===== config.mk =====
export PLATFORM = sky130hd
export DESIGN_NAME = fifo_wr_arbiter
export DESIGN_NICKNAME = d
export VERILOG_FILES = /design/src/rtl/fifo_ctrl_pkg.sv /design/src/rtl/fifo_wr_arbiter_rr.sv /design/src/rtl/fifo_wr_arbiter.sv
export SDC_FILE = /design/constraint.sdc
export NUM_CORES = 1
export LEC_CHECK = 0
export ABC_AREA = 1
export ABC_CLOCK_PERIOD_IN_PS = 1200
export BUFFER_PORTS_ARGS = -buffer_cell sky130_fd_sc_hd__buf_2
export CAP_MARGIN = 20
export CORE_AREA = 8 8 69 71
export CTS_CLUSTER_DIAMETER = 150
export DETAILED_ROUTE_END_ITERATION = 7
export DIE_AREA = 0 0 77 79
export PLACE_DENSITY = 0.73
export SYNTH_ARGS = -nofsm -noshare
export SYNTH_HDL_FRONTEND = slang
export SYNTH_SLANG_ARGS = --single-unit

===== constraint.sdc =====
create_clock -name wr_clk -period 1.2 [get_ports wr_clk]
set_input_delay 0 -clock wr_clk [delete_from_list [all_inputs] [get_ports wr_clk]]
set_output_delay 0 -clock wr_clk [all_outputs]
set_load 0.01 [all_outputs]

===== src/rtl/fifo_ctrl_pkg.sv =====
// Shared definitions for the async FIFO write-side control logic.
package fifo_ctrl_pkg;

  localparam int unsigned DATA_WIDTH_DEF = 16;

  typedef enum logic {
    ST_IDLE  = 1'b0,
    ST_BURST = 1'b1
  } arb_state_t;

endpackage


===== src/rtl/fifo_wr_arbiter_rr.sv =====
// Combinational round-robin pick: first valid request after last_ptr, wrapping.
module rr_arbiter #(
  parameter int unsigned NUM_REQ = 4,
  parameter int unsigned ID_W    = 2
) (
  input  logic [NUM_REQ-1:0] req_valid,
  input  logic [ID_W-1:0]    last_ptr,
  output logic [ID_W-1:0]    winner,
  output logic               any_valid
);

  // Scan from the farthest offset down to the nearest so the nearest valid index wins.
  always_comb begin
    int unsigned idx;
    winner    = '0;
    any_valid = 1'b0;
    idx       = 0;
    for (int unsigned k = NUM_REQ; k >= 1; k--) begin
      idx = (int'(last_ptr) + k) % NUM_REQ;
      if (req_valid[idx]) begin
        winner    = ID_W'(idx);
        any_valid = 1'b1;
      end
    end
  end

endmodule


===== src/rtl/fifo_wr_arbiter.sv =====
// Round-robin write-port scheduler: grants one producer at a time for a bounded
// burst into the async FIFO write side, honouring fifo_full.
module fifo_wr_arbiter
  import fifo_ctrl_pkg::*;
#(
  parameter int unsigned DATA_WIDTH = DATA_WIDTH_DEF,
  parameter int unsigned NUM_REQ    = 4,
  parameter int unsigned ID_W       = 2,
  parameter int unsigned MAX_BURST  = 4,
  parameter int unsigned CNT_W      = 3
) (
  input  logic                          wr_clk,
  input  logic                          reset_n,
  input  logic [NUM_REQ-1:0]            req_valid,
  input  logic [NUM_REQ-1:0]            req_last,
  input  logic [NUM_REQ*DATA_WIDTH-1:0] req_data,
  output logic [NUM_REQ-1:0]            req_ready,
  input  logic                          fifo_full,
  output logic                          fifo_wr_en,
  output logic [DATA_WIDTH-1:0]         fifo_data,
  output logic [ID_W-1:0]               grant_id,
  output logic                          busy
);

  arb_state_t       state, state_nxt;
  logic [CNT_W-1:0] burst_cnt, cnt_nxt;
  logic [ID_W-1:0]  grant_nxt;
  logic [ID_W-1:0]  last_ptr, ptr_nxt;
  logic [ID_W-1:0]  winner;
  logic             any_valid;
  logic             xfer;
  logic             g_valid;
  logic             g_last;

  rr_arbiter #(
    .NUM_REQ (NUM_REQ),
    .ID_W    (ID_W)
  ) u_rr (
    .req_valid (req_valid),
    .last_ptr  (last_ptr),
    .winner    (winner),
    .any_valid (any_valid)
  );

  // State, burst counter, grant and round-robin pointer registers.
  always_ff @(posedge wr_clk) begin
    if (!reset_n) begin
      state     <= ST_IDLE;
      burst_cnt <= '0;
      grant_id  <= '0;
      last_ptr  <= ID_W'(NUM_REQ - 1);
    end else begin
      state     <= state_nxt;
      burst_cnt <= cnt_nxt;
      grant_id  <= grant_nxt;
      last_ptr  <= ptr_nxt;
    end
  end

  // Next-state and output muxing; burst outputs are also masked while reset_n is low.
  always_comb begin
    state_nxt  = state;
    cnt_nxt    = burst_cnt;
    grant_nxt  = grant_id;
    ptr_nxt    = last_ptr;
    req_ready  = '0;
    fifo_wr_en = 1'b0;
    fifo_data  = '0;
    busy       = 1'b0;
    xfer       = 1'b0;
    g_valid    = req_valid[grant_id];
    g_last     = req_last[grant_id];

    case (state)
      ST_IDLE: begin
        if (any_valid) begin
          state_nxt = ST_BURST;
          grant_nxt = winner;
          cnt_nxt   = '0;
        end
      end
      ST_BURST: begin
        if (reset_n) begin
          busy                = 1'b1;
          req_ready[grant_id] = !fifo_full;
          xfer                = g_valid && !fifo_full;
          fifo_wr_en          = xfer;
          if (xfer) begin
            fifo_data = req_data[grant_id*DATA_WIDTH +: DATA_WIDTH];
          end
        end
        if (xfer) begin
          cnt_nxt = burst_cnt + CNT_W'(1);
        end
        if (!g_valid
            || (xfer && (burst_cnt == CNT_W'(MAX_BURST - 1)))
            || (xfer && g_last)) begin
          state_nxt = ST_IDLE;
          ptr_nxt   = grant_id;
          cnt_nxt   = '0;
        end
      end
      default: begin
        state_nxt = ST_IDLE;
      end
    endcase
  end

endmodule


# [Word-level counts from Yosys, hierarchy flattened]
# Cells that the tools add are included.
[word_totals] reg_bits=8 inputBits=75
[classes] n_addsub=5 magnitude_cmp=6 eq_ne=3 shifts=1 mux=39 bitwise=2 n_reduce_logical=11
[ops] cell="$shiftx 64x7->16" n=1
[ops] cell="$mux 16" n=3
[ops] cell="$mux 1" n=18
[ops] cell="$lt 2x3->1 const B" n=5
[ops] cell="$bmux 1 s2" n=6
[ops] cell="$mux 3" n=3
[ops] cell="$mux 2" n=4
[ops] cell="$mux 4" n=2
[ops] cell="$pmux 3 s2" n=1
[ops] cell="$reduce_and 2->1" n=3
[ops] cell="$add 2x1->2 const B" n=2
[ops] cell="$add 2x2->2 const B" n=2
[ops] cell="$and 4x4->4" n=1
[ops] cell="$logic_and 1x1->1" n=4
[ops] cell="$add 3x1->3 const B" n=1
[ops] cell="$eq 3x2->1 const B" n=1
[ops] cell="$ne 3x1->1 const B" n=1
[ops] cell="$demux 1 s2" n=1
[ops] cell="$ge 2x1->1 const B" n=1
[ops] cell="$logic_not 1->1" n=2
[ops] cell="$logic_or 1x1->1" n=2
[ops] cell="$ne 2x2->1 const B" n=1
[ops] cell="$pmux 1 s2" n=1
[ops] cell="$not 1->1" n=1

# [Depth between registers and ports, before layout]
# Gate-level depths: netlist (run 1).
[logic_depth] word_depth=10 mapped_depth=12 mapped_depth_nobuf=11

# [By module]
# From an unflattened synthesis (run 1), not the netlist that was laid out.
[hier_totals] cells_unflattened=208 hier_area_um2=1234.9
[modules_own_cells] mod="fifo_wr_arbiter" instances=1 cells_each=159 area_per_inst_um2=1008.5 seq_area_each_um2=160.2
[modules_own_cells] mod="rr_arbiter" instances=1 cells_each=49 area_per_inst_um2=226.5 seq_area_each_um2=0.0

# [Least setup slack after synthesis (run 1)]
# OpenSTA, ideal clock, no wires.
[synth_path] path_type="register -> output" startpoint="register grant_id[0]" endpoint="output port fifo_data[10]" arrival_time_ps=1407 path_slack_ps=-207 path_stages_with_launch=9 n_path_buf=2 cell_sequence="dfxtp_1 -> buf_6 -> nand2_2 -> o22ai_4 -> nor2_4 -> nor2_4 -> inv_2 -> buf_8 -> a31oi_4"
[synth_between] elab_chain_cells=6
[synth_rtl] element="start, declared" line_no="fifo_wr_arbiter.sv:21" rtl="output logic [ID_W-1:0] grant_id,"
[synth_rtl] element="start signal, assigned" line_no="fifo_wr_arbiter.sv:55" rtl="grant_id <= grant_nxt;"
[synth_rtl] element="branches (longest 3 deep; another with $shiftx 64x7->16)"
[synth_rtl] element="$mux 16 (*)" line_no="fifo_wr_arbiter.sv:88" rtl="if (xfer) begin"
[synth_rtl] element="$mux 16 (*)" line_no="fifo_wr_arbiter.sv:83" rtl="if (reset_n) begin"
[synth_rtl] element="$mux 16 (*)" line_no="fifo_wr_arbiter.sv:74" rtl="case (state)"
[synth_rtl] element="end, declared" line_no="fifo_wr_arbiter.sv:20" rtl="output logic [DATA_WIDTH-1:0] fifo_data,"
# Every way passes the cells marked *. The select of a mux whose other input is x is not followed.

# [Worst setup path in the final report (run 1)]
[layout_path] startpoint="register grant_id[0]" endpoint="output port fifo_data[12]"
# Same word-level chain as after synthesis.

==> Flow_metrics.wiki, run 1 <==
{| class="wikitable"
! Metric !! Value
|-
| Syn_nets || ~280
|-
| Count of distinct cell types in the synthesized netlist || 27
|-
| Top cells by area in the synthesized netlist || nand2_1, a31oi_4, dfxtp_1
|-
| Maximum buffer depth of the clock tree || 2
|-
| Largest area contributor in the netlist || nand2_1
|-
| Area overhead of the layout relative to synthesis || 67.2%
|-
| Clock latency reported for the late side of the worst-skew pair || 230 ps
|-
| Ports placed on the boundary || between 90 and 100
|-
| Maximum fanout along the worst path || 16
|-
| Unrepaired setup endpoints after global routing || yes
|-
| # clock sinks || 8
|-
| Root buf cell || clkbuf_8
|-
| Ratio of cells with drive above 1 in the final layout || 0.566
|-
| Top layer in use || met4
|-
| Wire length per cell || ~14 µm
|-
| Clock Pin Slew Worst Setup and Hold Paths || ~40 ps
|-
| Worst Skew || 1.99 ps
|-
| IO buf count || just under 100
|-
| Post-Layout Inst Area || 2190 µm²
|-
| Pre-CTS setup slack || -246 ps
|-
| Number of slew-limit violations in the final report || 0
|-
| Worst slew margin relative to its limit || 0.773
|-
| Via count of the first global-routing pass || 1822
|-
| X dimension of the die || between 70 and 80 µm
|-
| RD Place Congestion || 0.898
|-
| Flip-flop and latch count after synthesis || 8
|-
| Number of hold violations in the final report || 0
|-
| Max Fclk || 636 MHz
|-
| Power per cell area || around 2000 nW/µm²
|-
| TritonCTS clock tree || built
|-
| Die outline height || 79 µm
|-
| Met3 wirelength from detailed routing || roughly 430 µm
|-
| Overflow left after global routing || 0
|-
| Most frequent standard cell in the layout excluding fill and tap cells || buf_2
|-
| Number of buffers inserted for hold repair after clock tree synthesis || 0
|-
| Most frequent cells in the layout || buf_2, nand2_1, a22oi_1, buf_4, inv_1
|-
| Power after layout || between 4 and 5 mW
|-
| Floorplan Core Area || approximately 3800 µm²
|-
| Detailed Route WL || between 5000 and 6000 µm
|-
| Area after detailed placement || about 2000 µm²
|-
| Dpl cells || 365
|-
| Worst hold slack || ~12 ps
|-
| Total met2 wirelength after detailed routing || approximately 2700 µm
|-
| Fraction of the cycle the final worst path needs || 1.31
|-
| Total track usage || 0.164
|-
| Post-detailed-placement half-perimeter wirelength || between 4000 and 5000 µm
|-
| Cell Count, Final, Fillers Out || between 300 and 400
|-
| Yosys Warn Count || 0
|-
| Maximum number of pins on one net before global-route repair || 17
|-
| Filler cells || 375
|-
| Run status || finished, violations left
|-
| Top-area cell type share of the netlist area || 0.232
|-
| Sequential share of the synthesized area || 0.122
|-
| Post-layout nets || between 300 and 400
|-
| First-pass GRT wire length || about 8300 µm
|-
| H-tree depth || 1
|-
| Die footprint || 6080 µm²
|-
| Category of the worst setup path launch point || flop
|-
| WS Path Type || reg -> out
|-
| Routed length on met1 || 2070 µm
|-
| Critical path required time || 1200 ps
|-
| Worst min-delay path category || in -> reg
|-
| Static leakage || roughly 1.1 nW
|-
| Transition time of the tightest slew-check pin || 340 ps
|-
| Starting utilization of the core area || 0.345
|-
| Peak VDD IR || 1.37 mV
|-
| Length of the first detailed-routing pass in iterations || 4
|-
| Initial antenna violation count || 0
|-
| Violated checks || setup timing
|-
| Total vias in the final route || between 1500 and 2000
|-
| Vias per cell || roughly 4.9
|-
| Antenna viol nets, final || 0
|-
| Arrival @ worst endpoint || 1570 ps
|-
| Final critical path time including I/O delays and setup || 1570 ps
|-
| Post-synthesis instance area || roughly 1300 µm²
|-
| PnR worst setup slack || -371 ps
|-
| Remaining routing DRC violations || 0
|-
| Setup violation total in the final timing report || 25
|-
| Number of cell rows || 23
|-
| Maximum Capacitance Violations || 0
|-
| Number of diodes || 0
|-
| CP endpoint kind || primary output
|-
| Mapped Avg Cell Area || 6.42 µm²
|-
| Number of buffers inserted during clock tree synthesis || 3
|-
| Number of instances in the synthesized netlist || approximately 200
|-
| DRT iter0 DRCs || 52
|}
==> logic make-up after synthesis <==
group	after synthesis	share of synthesized area
compound gates	45	0.354
buf+inv	33	0.117
simple gates	116	0.388
flops	8	0.122
fa+ha+maj	2	0.0191
==> worst max-delay path, stage by stage (launching register included) <==
cell	delay, ps
dfxtp_4	430
nand2_4	90
o22ai_4	190
nor2_4	70
nor2_4	130
inv_6	120
a31oi_4	150
buf_2	150
==> flip-flops by register name (all words and copies together) (netlist names) <==
name / count
burst_cnt: 3
state: 1
last_ptr: 2
grant_id: 2
==> Yosys cell counts <==
cell,instances
a21o_1,1
a21oi_1,7
a22oi_1,17
a31oi_1,6
a31oi_4,10
and3_1,1
buf_2,2
buf_6,2
buf_8,1
clkbuf_1,3
dfxtp_1,8
ha_1,2
inv_1,15
inv_2,10
nand2_1,81
nand2_2,5
nand3_1,12
nand3b_1,1
nand4_1,1
nor2_1,10
nor2_2,2
nor2_4,2
nor2_8,1
o21ai_0,1
o21ai_1,1
o22ai_2,1
o22ai_4,1
==> timing repair <==
action	4_1_cts	5_1_grt
setup buffers	2	0
setup endpoints to repair	26	27
resized for setup	21	17
pin swaps	2	7
==> metal layers <==
metal,GRT usage,vias to the layer above
li1,-,919
met1,0.175,811
met2,0.302,78
met3,0.0451,7
met4,0.0585,0
met5,0,-
==> through the flow <==
step | util | TNS [ps]
floorplan | - | -2690
global placement | 0.528 | -4240
detailed placement | 0.528 | -5140
CTS | 0.561 | -7740
global route | 0.576 | -9850
finish | 0.576 | -7770
==> final timing paths <==
| path | end | slack [ps] | cells after the start | start |
|---|---|---|---|---|
| setup / recovery | fifo_data[12] | -370 | 7 | grant_id[0] |
| hold / removal | last_ptr[0] | 10 | 2 | reset_n |
| setup reg to reg | state | -300 | 9 | grant_id[0] |
| hold reg to reg | burst_cnt[1] | 470 | 2 | burst_cnt[1] |
==> layout make-up <==
| cell class | instances | area, µm² | share of cell area |
|---|---|---|---|
| repair buffers | 121 | 703 | 0.321 |
| multi-input cells | 163 | 1110 | 0.505 |
| inverters | 25 | 106 | 0.0486 |
| clock buffers | 3 | 41.3 | 0.0189 |
| well taps | 50 | 62.6 | 0.0286 |
| flip-flops and latches | 8 | 169 | 0.0772 |
==> power by group <==
group          switching, mW  total [mW]  internal [mW]  leakage [nW]
Clock                  0.113       0.331          0.218        0.0216
Sequential             0.170       0.547          0.377        0.0667
Combinational           1.93        3.40           1.46          1.03
Total                   2.22        4.27           2.06          1.12
(Power assumes the default switching activity.)
==> run 2: changes to the inputs <==
- CTS_BUF_LIST: unset -> sky130_fd_sc_hd__clkbuf_4 sky130_fd_sc_hd__clkbuf_8 sky130_fd_sc_hd__clkbuf_16
- PLACE_DENSITY: 0.73 -> 0.76
==> run 2 against run 1 <==
  * The run still ends with setup timing left
  * Die area did not move
  * Combinational power increased by 6.5%
  * Register-to-register slack got worse by 30 ps
  * Count of clock-buffer cells in the layout stayed put
  * Clock skew grew 2.6 ps
==> Flow_metrics.wiki, run 2 (synthesized netlist as in run 1, its figures left out) <==
{| class="wikitable"
! Metric !! Value
|-
| Run status || finished, violations left
|-
| Violated checks || setup timing
|-
| Worst hold slack || between 40 and 50 ps
|-
| IO buf count || 98
|-
| # clock sinks || 8
|-
| Number of cells on the worst reg-to-reg path || 9
|-
| First-pass GRT wire length || about 8500 µm
|-
| Power per cell area || 1950 nW/µm²
|-
| Critical path required time || roughly 1200 ps
|-
| Floorplan Core Area || roughly 3800 µm²
|-
| Post-layout nets || approximately 400
|-
| Most frequent cells in the layout || buf_2, nand2_1, buf_4, a22oi_1, inv_1
|-
| Endpoint of the lowest-slack register-to-register path || burst_cnt[0]
|-
| CP endpoint kind || primary output
|-
| Overflow left after global routing || 0
|-
| Worst min-delay path category || in -> reg
|-
| Die footprint || slightly above 6000 µm²
|-
| Max Fclk || slightly above 600 MHz
|-
| Part of the power in the clock network || 0.072
|-
| H-tree depth || 1
|-
| Number of diodes || 0
|-
| Die outline height || 79 µm
|-
| Switching share of total power || 0.491
|-
| Pre-CTS setup slack || -269 ps
|-
| Length of the first detailed-routing pass in iterations || 7
|-
| Sequential power share || 0.128
|-
| Total track usage || 0.165
|-
| PnR worst setup slack || -426 ps
|-
| Root buf cell || clkbuf_8
|-
| Setup tns final || -8220 ps
|-
| DRT iter0 DRCs || 70
|-
| Category of the worst setup path launch point || flop
|-
| Unrepaired setup endpoints after global routing || yes
|-
| RD Place Congestion || around 0.9
|-
| Launch instance of the worst register-to-register path || grant_id[1]
|-
| Number of slew-limit violations in the final report || 0
|-
| Initial antenna violation count || 0
|-
| Number of buffers inserted during clock tree synthesis || 3
|-
| Ports placed on the boundary || 99
|-
| Maximum number of pins on one net before global-route repair || 17
|-
| Transition time of the tightest slew-check pin || around 300 ps
|-
| Maximum buffer depth of the clock tree || 2
|-
| Hold path depth || 3
|-
| Vias per cell || approximately 4.9
|-
| Ratio of cells with drive above 1 in the final layout || 0.547
|-
| Area overhead of the layout relative to synthesis || 77.5%
|-
| Peak VDD IR || 1.24 mV
|-
| Number of hold violations in the final report || 0
|-
| Final critical path time including I/O delays and setup || approximately 1600 ps
|-
| Max reg flops || 3
|-
| Wire length per cell || around 14 µm
|-
| HP Start || reset_n
|-
| Starting utilization of the core area || 0.345
|-
| Maximum Capacitance Violations || 0
|-
| Minimum setup slack among reg-to-reg paths || -330 ps
|-
| Detailed Route WL || 5460 µm
|-
| Post-detailed-placement half-perimeter wirelength || roughly 4300 µm
|-
| Maximum fanout along the worst path || 16
|-
| Static leakage || 1.17 nW
|-
| Worst slew margin relative to its limit || 0.803
|-
| Via count of the first global-routing pass || about 1800
|-
| Fraction of the cycle the final worst path needs || 1.36
|-
| Clock latency reported for the late side of the worst-skew pair || roughly 230 ps
|-
| Total vias in the final route || 1846
|-
| Switching power summed over all nets || roughly 2.2 mW
|-
| Combinational share of power || 0.800
|-
| TritonCTS clock tree || built
|-
| Remaining routing DRC violations || 0
|-
| Antenna viol nets, final || 0
|-
| Number of cell rows || 23
|-
| Post-Layout Inst Area || approximately 2300 µm²
|-
| Most frequent standard cell in the layout excluding fill and tap cells || buf_2
|-
| X dimension of the die || between 70 and 80 µm
|-
| Setup violation total in the final timing report || 25
|-
| WS Path Type || reg -> out
|-
| Hold Crit Endpoint || grant_id[0]
|-
| Number of buffers inserted for hold repair after clock tree synthesis || 0
|-
| Filler cells || approximately 340
|-
| Int Power || about 2.3 mW
|-
| Largest registers || burst_cnt x3, grant_id x2, last_ptr x2
|-
| Area after detailed placement || ~2100 µm²
|-
| Arrival @ worst endpoint || approximately 1600 ps
|-
| Worst Skew || about 4.6 ps
|-
| Clock Pin Slew Worst Setup and Hold Paths || 40 ps
|-
| Register ranked first by flip-flop count || burst_cnt
|}
-- run 2: cell types whose count changed in the layout (fill, tap and decap cells not counted), moves of 3 or more --
cell     before  now
buf_12        2    5
buf_2        98   92
buf_4        17   23
nand2_1      67   75
nand2_2      13    7
-- run 2: layer usage --
layer / vias to the layer above / wire (µm) / GRT usage
li1: 930 / - / -
met1: 817 / 2070 / 0.178
met2: 93 / 2850 / 0.310
met3: 6 / 480 / 0.0463
met4: 0 / 55 / 0.0396
met5: - / 0 / 0
-- run 2: timing repair --
item / CTS / global route
gates resized for setup: 21 / 12
buffers inserted: 3 / 2
setup endpoints to repair: 25 / 26
cloned: 0 / 2
pin swaps: 3 / 7
-- run 2: worst max-delay path by stage --
| stage | startpoint | to |
|---|---|---|
| floorplan | grant_id[1] | fifo_data[10] |
| global placement | grant_id[0] | fifo_data[4] |
| detailed placement | grant_id[0] | fifo_data[4] |
| CTS | grant_id[1] | fifo_data[4] |
| global route | grant_id[1] | fifo_data[1] |
| finish | grant_id[1] | fifo_data[1] |
-- run 2: metrics by stage --
step / total power [mW] / util / cells
floorplan: 2.48 / - / 204
CTS: 4.26 / 0.579 / 373
global route: 4.90 / 0.612 / 377
finish: 4.52 / 0.612 / 377
global placement: 3.54 / 0.542 / 367
detailed placement: 3.59 / 0.542 / 367
-- run 2: final cells by class --
type,count,area [µm²],area share
clock buffers,3,41.3,0.0178
repair buffers,128,851,0.366
inverters,25,109,0.0468
well taps,50,62.6,0.0269
multi-input cells,163,1090,0.468
flip-flops and latches,8,171,0.0738
-- run 2: power by group through the flow --
stage / registers (mW) / logic, mW / clock network, mW
floorplan: 0.435 / 2.04 / 0
global route: 0.591 / 3.96 / 0.351
global placement: 0.520 / 3.02 / 0
detailed placement: 0.531 / 3.06 / 0
finish: 0.578 / 3.62 / 0.326
CTS: 0.560 / 3.36 / 0.335
-- run 2: critical path, stage by stage (launching register included) --
cell and delay (ps):
dfxtp_4 440, nand2_4 80, o22ai_4 190, nor2_4 70
nor2_4 150, inv_8 110, a31oi_1 190, buf_2 160
==> run 3: changes to the inputs <==
- CELL_PAD_IN_SITES_DETAIL_PLACEMENT: unset -> 1
- CELL_PAD_IN_SITES_GLOBAL_PLACEMENT: unset -> 2
- CORE_AREA: 8 8 69 71 -> 2 2 91 93
- CTS_CLUSTER_SIZE: unset -> 14
- DIE_AREA: 0 0 77 79 -> 0 0 93 95
- PLACE_DENSITY: 0.76 -> unset
- PLACE_DENSITY_LB_ADDON: unset -> 0.1
==> run 3 against run 2 <==
  * The run still ends with setup timing left
  * Routed wire length is 8.8% higher
  * Clock skew is 4.3 ps lower
  * Sequential share of layout area is 0.72 points lower
  * Combinational power is 11% higher
  * Register-to-register slack hardly changed
  * Utilization is 28 points lower
  * Via count is 0.92% higher
  * Power is 8.7% higher
  * Cell count is 18% higher
  * Critical path depth is 2 higher
  * Flip-flop and latch count stayed put
  * Critical path type unchanged
==> Flow_metrics.wiki, run 3 (synthesized netlist as in run 1, its figures left out) <==
{| class="wikitable"
! Metric !! Value
|-
| Area overhead of the layout relative to synthesis || 98.2%
|-
| Endpoint of the lowest-slack register-to-register path || state
|-
| First-pass GRT wire length || 9500 µm
|-
| Wire length per cell || around 13 µm
|-
| Number of slew-limit violations in the final report || 0
|-
| Post-layout nets || 417
|-
| Clock latency reported for the late side of the worst-skew pair || 230 ps
|-
| IO buf count || 98
|-
| Die footprint || roughly 8800 µm²
|-
| Register ranked first by flip-flop count || burst_cnt
|-
| Number of cell rows || 33
|-
| Critical path required time || 1200 ps
|-
| TritonCTS clock tree || built
|-
| Total track usage || 0.133
|-
| Filler cells || ~1000
|-
| Maximum Capacitance Violations || 0
|-
| Worst hold slack || around 98 ps
|-
| Remaining routing DRC violations || 0
|-
| Total vias in the final route || about 1900
|-
| PnR worst setup slack || -395 ps
|-
| Worst min-delay path category || in -> reg
|-
| Max reg flops || 3
|-
| Pre-CTS setup slack || -295 ps
|-
| Root buf cell || clkbuf_8
|-
| Number of diodes || 0
|-
| Clock Pin Slew Worst Setup and Hold Paths || around 40 ps
|-
| Run status || finished, violations left
|-
| Floorplan Core Area || between 7000 and 8000 µm²
|-
| Utilization of the core after routing || 0.327
|-
| DRT iter0 DRCs || 25
|-
| Starting utilization of the core area || 0.165
|-
| Maximum number of pins on one net before global-route repair || 17
|-
| Number of hold violations in the final report || 0
|-
| Launch instance of the worst register-to-register path || grant_id[1]
|-
| Largest registers || burst_cnt x3, grant_id x2, last_ptr x2
|-
| Unrepaired setup endpoints after global routing || yes
|-
| Setup violation total in the final timing report || 26
|-
| WS Path Type || reg -> out
|-
| RD Place Congestion || about 0.7
|-
| Minimum setup slack among reg-to-reg paths || -330 ps
|-
| Static leakage || between 1 and 1.5 nW
|-
| Initial antenna violation count || 0
|-
| H-tree depth || 1
|-
| CP endpoint kind || primary output
|-
| Maximum fanout along the worst path || 8
|-
| Worst slew margin relative to its limit || 0.797
|-
| Peak VDD IR || 0.880 mV
|-
| Category of the worst setup path launch point || flop
|-
| Number of buffers inserted for hold repair after clock tree synthesis || 0
|-
| Ratio of cells with drive above 1 in the final layout || 0.618
|-
| Ports placed on the boundary || slightly below 100
|-
| Worst Skew || between 0.3 and 0.4 ps
|-
| Max Fclk || 627 MHz
|-
| Number of buffers inserted during clock tree synthesis || 3
|-
| Maximum buffer depth of the clock tree || 2
|-
| Post-detailed-placement half-perimeter wirelength || between 4000 and 5000 µm
|-
| Most frequent standard cell in the layout excluding fill and tap cells || buf_2
|-
| Overflow left after global routing || 0
|-
| Via count of the first global-routing pass || between 2000 and 2500
|-
| Final critical path time including I/O delays and setup || approximately 1600 ps
|-
| Length of the first detailed-routing pass in iterations || 4
|-
| Fraction of the cycle the final worst path needs || 1.33
|-
| # clock sinks || 8
|-
| Transition time of the tightest slew-check pin || a little over 300 ps
|-
| Power per cell area || between 1500 and 2000 nW/µm²
|-
| Detailed Route WL || slightly below 6000 µm
|-
| Die outline height || 95 µm
|-
| Number of cells on the worst reg-to-reg path || 10
|-
| Violated checks || setup timing
|-
| Hold Crit Endpoint || last_ptr[0]
|-
| Antenna viol nets, final || 0
|-
| Most frequent cells in the layout || buf_2, nand2_1, buf_4, a22oi_1, inv_1
|-
| Arrival @ worst endpoint || ~1600 ps
|-
| HP Start || reset_n
|-
| Hold path depth || 3
|-
| Vias per cell || between 4 and 5
|-
| X dimension of the die || approximately 93 µm
|}
[run 3: worst max path at each step]
stage | cells after the start | start | slack, ps | to
detailed placement | 7 | grant_id[0] | -300 | fifo_data[15]
CTS | 8 | grant_id[1] | -420 | fifo_data[15]
floorplan | 9 | grant_id[1] | -160 | fifo_data[10]
global placement | 10 | last_ptr[0] | -260 | grant_id[0]
global route | 8 | grant_id[0] | -480 | fifo_data[13]
finish | 9 | grant_id[1] | -400 | fifo_data[13]
[run 3: final cells by class]
| cell class | count | area [µm²] | area share |
|---|---|---|---|
| Multi-Input combinational cell | 163 | 1200 | 0.461 |
| Sequential cell | 8 | 173 | 0.0666 |
| Timing Repair Buffer | 138 | 927 | 0.357 |
| Clock buffer | 3 | 41.3 | 0.0159 |
| Timing Repair inverter | 1 | 11.3 | 0.00434 |
| Inverter | 25 | 114 | 0.0439 |
| Tap cell | 105 | 131 | 0.0507 |
[run 3: metrics by stage]
| step | instance area, µm² | std cells | total power, mW | TNS, ps |
|---|---|---|---|---|
| after floorplan | 1340 | 204 | 2.48 | -2690 |
| after global placement | 2150 | 429 | 3.73 | -4700 |
| after detailed placement | 2150 | 429 | 3.74 | -5650 |
| after CTS | 2390 | 438 | 4.67 | -8260 |
| after global routing | 2590 | 443 | 5.38 | -10660 |
| final | 2590 | 443 | 4.92 | -8520 |
[run 3: where the power goes]
part,internal [mW],switching (mW)
combinational,1.84,2.17
sequential,0.386,0.187
clock,0.218,0.117
total,2.44,2.47
[run 3: what timing repair did]
item                                    4_1_cts  5_1_grt
endpoints found under the setup margin       26       28
setup buffers                                 5        4
cloned                                        1        1
resized for setup                            38       28
pin swaps                                    16        4
[run 3: metal layers]
layer  global-route usage  share of wire
met1                0.159           0.43
met2                0.258           0.49
met3               0.0112          0.064
met4               0.0294          0.011
met5                    0              0
[run 3: worst max-delay path, cell delays in order (launching register included)]
cell and delay, ps:
dfxtp_4 390, inv_2 70, nand2_2 80, o22ai_4 180, nor2_4 60, nor2_4 100, buf_12 140, inv_8 70
a31oi_4 130, buf_2 150
